$ cat src/rtl/config_frame_sequencer.sv
// Configuration frame sequencer: hunts for a sync word in the config write stream, then loads
// a frame address plus NUMBER_OF_ROWS data words per frame and drives RowSelect and a stretched commit strobe.
module config_frame_sequencer #(
    parameter int          NUMBER_OF_ROWS     = 16,
    parameter int          ROW_SELECT_WIDTH   = 5,
    parameter int          FRAME_BITS_PER_ROW = 32,
    parameter logic [31:0] SYNC_WORD          = 32'hFAB0FAB1,
    parameter int          DESYNC_FLAG        = 20,
    parameter int          CHECK_FLAG         = 21,
    parameter int          STROBE_CYCLES      = 2,
    parameter int          FRAME_COUNT_WIDTH  = 16
) (
    input  logic                          CLK,
    input  logic                          reset,
    input  logic [31:0]                   WriteData,
    input  logic                          WriteStrobe,
    input  logic                          FSM_Reset,
    output logic [FRAME_BITS_PER_ROW-1:0] FrameAddressRegister,
    output logic                          LongFrameStrobe,
    output logic [ROW_SELECT_WIDTH-1:0]   RowSelect,
    output logic                          Synced,
    output logic                          ConfigError,
    output logic [FRAME_COUNT_WIDTH-1:0]  FrameCount,
    output logic [1:0]                    DebugState
);

    localparam int SCW = (STROBE_CYCLES < 2) ? 1 : $clog2(STROBE_CYCLES + 1);

    typedef enum logic [1:0] {
        S_UNSYNCED = 2'd0,
        S_SYNCHED  = 2'd1,
        S_WRITE    = 2'd2,
        S_CHECK    = 2'd3
    } state_t;

    state_t                          state_q, state_d;
    logic [ROW_SELECT_WIDTH-1:0]     row_cnt_q, row_cnt_d;
    logic [31:0]                     checksum_q, checksum_d;
    logic [FRAME_BITS_PER_ROW-1:0]   frame_addr_q, frame_addr_d;
    logic                            frame_strobe_q, frame_strobe_d;
    logic [SCW-1:0]                  strobe_cnt_q, strobe_cnt_d;
    logic                            long_strobe_q, long_strobe_d;
    logic                            cfg_err_q, cfg_err_d;
    logic [FRAME_COUNT_WIDTH-1:0]    frame_cnt_q, frame_cnt_d;
    logic                            fsm_reset_q;
    logic                            fsm_reset_rise;

    // WriteStrobe is a valid-only qualifier: there is no backpressure, every strobed word is
    // consumed in the cycle it is presented, and cycles without WriteStrobe leave the FSM untouched.
    assign fsm_reset_rise = FSM_Reset && !fsm_reset_q;

    always_ff @(posedge CLK or posedge reset) begin
        if (reset) begin
            state_q        <= S_UNSYNCED;
            row_cnt_q      <= '0;
            checksum_q     <= '0;
            frame_addr_q   <= '0;
            frame_strobe_q <= 1'b0;
            strobe_cnt_q   <= '0;
            long_strobe_q  <= 1'b0;
            cfg_err_q      <= 1'b0;
            frame_cnt_q    <= '0;
            fsm_reset_q    <= 1'b0;
        end else begin
            state_q        <= state_d;
            row_cnt_q      <= row_cnt_d;
            checksum_q     <= checksum_d;
            frame_addr_q   <= frame_addr_d;
            frame_strobe_q <= frame_strobe_d;
            strobe_cnt_q   <= strobe_cnt_d;
            long_strobe_q  <= long_strobe_d;
            cfg_err_q      <= cfg_err_d;
            frame_cnt_q    <= frame_cnt_d;
            fsm_reset_q    <= FSM_Reset;
        end
    end

    always_comb begin
        state_d        = state_q;
        row_cnt_d      = row_cnt_q;
        checksum_d     = checksum_q;
        frame_addr_d   = frame_addr_q;
        frame_strobe_d = 1'b0;
        strobe_cnt_d   = strobe_cnt_q;
        cfg_err_d      = cfg_err_q;
        frame_cnt_d    = frame_cnt_q;

        if (frame_strobe_q) begin
            strobe_cnt_d = SCW'(STROBE_CYCLES);
        end else if (strobe_cnt_q != '0) begin
            strobe_cnt_d = strobe_cnt_q - SCW'(1);
        end

        // A soft resync wins over whatever word arrives in the same cycle; the address is kept.
        if (fsm_reset_rise) begin
            state_d      = S_UNSYNCED;
            row_cnt_d    = '0;
            checksum_d   = '0;
            strobe_cnt_d = '0;
            cfg_err_d    = 1'b0;
            frame_cnt_d  = '0;
        end else if (WriteStrobe) begin
            case (state_q)
                S_UNSYNCED: begin
                    if (WriteData == SYNC_WORD) begin
                        state_d    = S_SYNCHED;
                        checksum_d = '0;
                    end
                end
                S_SYNCHED: begin
                    if (WriteData[DESYNC_FLAG]) begin
                        state_d = S_UNSYNCED;
                    end else if (WriteData[CHECK_FLAG]) begin
                        state_d = S_CHECK;
                    end else begin
                        frame_addr_d = WriteData[FRAME_BITS_PER_ROW-1:0];
                        row_cnt_d    = ROW_SELECT_WIDTH'(NUMBER_OF_ROWS);
                        state_d      = S_WRITE;
                    end
                end
                S_WRITE: begin
                    checksum_d = checksum_q + WriteData;
                    row_cnt_d  = row_cnt_q - ROW_SELECT_WIDTH'(1);
                    if (row_cnt_q == ROW_SELECT_WIDTH'(1)) begin
                        frame_strobe_d = 1'b1;
                        frame_cnt_d    = frame_cnt_q + FRAME_COUNT_WIDTH'(1);
                        state_d        = S_SYNCHED;
                    end
                end
                S_CHECK: begin
                    if (WriteData == checksum_q) begin
                        checksum_d = '0;
                        state_d    = S_SYNCHED;
                    end else begin
                        cfg_err_d = 1'b1;
                        state_d   = S_UNSYNCED;
                    end
                end
                default: state_d = S_UNSYNCED;
            endcase
        end

        long_strobe_d = (strobe_cnt_d != '0);
    end

    assign RowSelect            = (WriteStrobe && state_q == S_WRITE) ? row_cnt_q : '1;
    assign FrameAddressRegister = frame_addr_q;
    assign LongFrameStrobe      = long_strobe_q;
    assign Synced               = (state_q != S_UNSYNCED);
    assign ConfigError          = cfg_err_q;
    assign FrameCount           = frame_cnt_q;
    assign DebugState           = state_q;

endmodule
$ cat config.mk
export PLATFORM = sky130hd
export DESIGN_NAME = config_frame_sequencer
export DESIGN_NICKNAME = d
export VERILOG_FILES = /design/src/rtl/config_frame_sequencer.sv
export SDC_FILE = /design/constraint.sdc
export NUM_CORES = 1
export LEC_CHECK = 0
export BUFFER_PORTS_ARGS = -buffer_cell sky130_fd_sc_hd__buf_4
export CAP_MARGIN = 20
export CORE_MARGIN = 2
export CORE_UTILIZATION = 42
export CTS_CLUSTER_DIAMETER = 50
export CTS_CLUSTER_SIZE = 12
export DETAILED_ROUTE_END_ITERATION = 7
export PLACE_DENSITY = 0.68
export SKIP_LAST_GASP = 1
export SLEW_MARGIN = 30
export SYNTH_ARGS = -nofsm -noshare
export SYNTH_HDL_FRONTEND = slang
export SYNTH_SLANG_ARGS = --single-unit
export TNS_END_PERCENT = 10
$ cat constraint.sdc
create_clock -name CLK -period 4.7 [get_ports CLK]
set_input_delay 0 -clock CLK [delete_from_list [all_inputs] [get_ports CLK]]
set_output_delay 0 -clock CLK [all_outputs]
set_load 0.02 [all_outputs]
==> results.toml <==
[logic_synthesis]
synth_edf_count = 0
yosysSeqAreaShare_pct = 39.9
synth_area_leaders = "dfrtp_1, ha_1, mux2_2"
synth_area_sq_um = 5710
synth_flop_cell = "dfrtp_1"
synthCells = 576
yosysUniqueCellTypes = 66
synth_top_area_share_pct = 39.9
yosysTopAreaCell = "dfrtp_1"
synth-seq-cells = 91
async_flop_share_pct = 100
ys_warn_count = 0
avgSynthCellArea_sq_um = 9.91

[cts]
cts.sinks = 91
htreeDepth = 3
clockBufferDepth = 2
cts_made_buffers = 9
clkTransAtPathRegs_ns = 0.07
cts-root-buf = "clkbuf_16"
postCtsSetupBuffers = 0
insertion_delay_ns = 0.36
cts_tree = "yes"

[finish]
diodes = 0
register_area_sq_um = 2280
area_delta_synth_final_pct = 24.6
drive_gt1_share_pct = 23.4
finalNetCount = 761
fillers = 1191
multi_input_area_sq_um = 3210

[power_and_ir_drop]
p_per_area_nw_per_um2 = 468
seqPwrFrac_pct = 33.5
p_comb_share_pct = 43.7
p_switching_mw = 1.28
ir_drop_v = 0.000299
power.internal_mw = 2.05
switching_share_pct = 38.6
leakagePower_nw = 3.37
clock_power_share_pct = 22.8

[sta]
rsz0062_at_grt = "no"
max_freq_mhz = 335
worst_clock_skew_ns = 0.00951
setup_viol = 0
finalSetupTns_ns = 0
worstMarginPinSlew_ns = 0.797
final-hold-violation-count = 0
slew_viol_final = 0
period_share_pct = 63.5
relSlewSlack_pct = 46.7
holdWs_ns = 0.132
finalCriticalPeriod_ns = 2.99

[global_routing]
grt_pass1_wl_um = 24300
grt_pass1_vias = 4811
gr-total-overflow = 0
gr-usage-all-layers_pct = 21.0
grt_max_degree = 58
antenna_found_initial = 0

[flow_run]
drv_cap = 0

[critical_path]
worstSetupPathType = "reg -> reg"
cp-end-kind = "register"
critPathMaxFanout = 3
critPathLaunchType = "register"
worstPathRequired_ns = 4.95
crit_arrival_ns = 3.23

[placed_design]
place_hpwl_um = 10300
finalWeightedCongestion = 0.882
place.port_buffers = 91

[routing]
drt_wl_total_um = 14600
top_layer = "met4"
met3_length_um = 545
vias_per_cell = 5.50
num_vias = 4766
wl_met2_um = 7200
wl_per_cell_um = 16.8
drc_errors = 0
drt_iter0_drc = 303
ant_nets = 0
dr.pass1.iters = 5
wl_met1_um = 6640

[run_status]
status = "complete, no violations"

[floorplan]
io_pins = 94
core_area_sq_um = 13200
chipWidth_um = 121
dieHeight_um = 121
dieArea_sq_um = 14500
initial_core_util_pct = 43.1
num_rows = 42

[hold_path]
min_path_type = "in -> reg"
## placed cells by master, fill, tap and decap left out, drive strengths merged, types with 4 or more instances in the layout
cell type and count:
mux2 31, nor2 38, or3 7, nor2b 10
buf 95, inv 18, ha 38, dlygate4sd3 33
nand3 18, dfrtp 91, nand4 13, o31ai 20
o21a 7, nand2b 6, o21ai 29, and2 4
clkbuf 10, and3 8, a22o 11, a211oi 4
a21o 19, xnor2 19, xor2 17, nor3 7
nor4 9, nand2 40, a21oi 37
## power groups by stage
stage	clock [mW]	combinational [mW]	sequential, mW
final	0.759	1.45	1.12
after global routing	0.812	1.59	1.15
after CTS	0.772	1.45	1.12
after detailed placement	0	1.43	1.13
after global placement	0	1.40	1.12
after floorplan	0	0.809	1.28
## worst paths after layout
path	startpoint	endpoint	slack, ns	depth (start not counted)
max in group asynchronous	reset	checksum_q[11]	3.26	4
min	WriteData[21]	DebugState[0]	0.13	4
max	checksum_q[0]	checksum_q[20]	1.71	11
max reg2reg	checksum_q[0]	checksum_q[20]	1.71	11
min reg2reg	strobe_cnt_q[0]	strobe_cnt_q[0]	0.45	1
min in group asynchronous	reset	FrameAddressRegister[29]	0.27	3
## stage by stage
stage | std cells | instance area (sq um) | utilization [%] | setup WS [ns] | total power, mW
floorplan | 577 | 5710 | - | 2.10 | 2.09
global placement | 818 | 6480 | 49.0 | 1.80 | 2.52
detailed placement | 818 | 6480 | 49.0 | 1.75 | 2.55
CTS | 867 | 7120 | 53.7 | 1.72 | 3.34
global route | 867 | 7120 | 53.7 | 1.45 | 3.54
finish | 867 | 7120 | 53.7 | 1.71 | 3.33
## logic make-up (layout without fill, tap and decap cells)
logic type               count (synthesis)  in the layout  share of synthesized area, %
XOR/XNOR                                36             36                          5.52
flip-flops                              91             91                          39.9
AO/OA/AOI/OAI                          152            152                          18.5
multiplexers                            32             32                          6.35
other                                    1              2                        0.0657
AND/OR/NAND/NOR                        179            179                          17.0
buffers and inverters                   46            160                          3.97
adder cells (fa/ha/maj)                 39             39                          8.68
## registers in the layout, indices dropped and copies added (netlist names)
signal,cells
LongFrameStrobe,1
checksum_q,32
FrameAddressRegister,30
fsm_reset_q,1
strobe_cnt_q,2
FrameCount,16
DebugState,2
ConfigError,1
row_cnt_q,5
frame_strobe_q,1
## critical path, cell delays in order, from the launching register on
cell,delay (ns)
dfrtp_1,0.36
ha_1,0.20
inv_1,0.07
fa_1,0.39
nor2b_1,0.21
o311a_1,0.24
o31ai_2,0.11
a2111o_1,0.48
a31o_1,0.23
a21boi_0,0.21
o21ai_0,0.12
a32o_1,0.26
## what timing repair did
action / in CTS / in global routing
hold endpoints to repair: 66 / 0
endpoints found under the setup margin: 0 / 0
gates resized for setup: 0 / 0
hold buffers: 33 / 0
## synthesized netlist by cell type (3+ instances only)
cell      count
o21bai_1      3
buf_6         5
nand2_1      40
mux2_2       30
a22o_1       11
nor2_1       36
o21ai_1       3
nand2b_1      6
xor2_1       17
nor2b_1      10
buf_2         7
xnor2_1      19
nor4_1        9
ha_1         38
nand3_1      18
a21o_1       19
a21oi_1      34
dfrtp_1      91
nand3b_1      3
nor3_1        7
or3_1         6
and3_1        8
a211oi_1      4
nor3b_1       3
buf_1         3
o21a_1        7
nand4_1      12
inv_1        16
o21ai_0      26
and2_1        4
clkbuf_1     13
o31ai_1      18
a21oi_2       3
or2_2         3
a311oi_1      3
## area by class of cell
type | instances | area share [%]
repair buffers | 128 | 14.7
clock inverters | 6 | 1.02
inverters | 16 | 0.861
flip-flops and latches | 91 | 32.0
clock buffers | 10 | 3.22
multi-input cells | 440 | 45.1
well taps | 176 | 3.09
## layer usage
metal	up-vias	GRT usage, %
li1	2326	-
met1	2318	28.2
met2	108	34.9
met3	14	3.02
met4	0	7.12
met5	-	0
No activity file was read; power rests on OpenSTA's default activity.
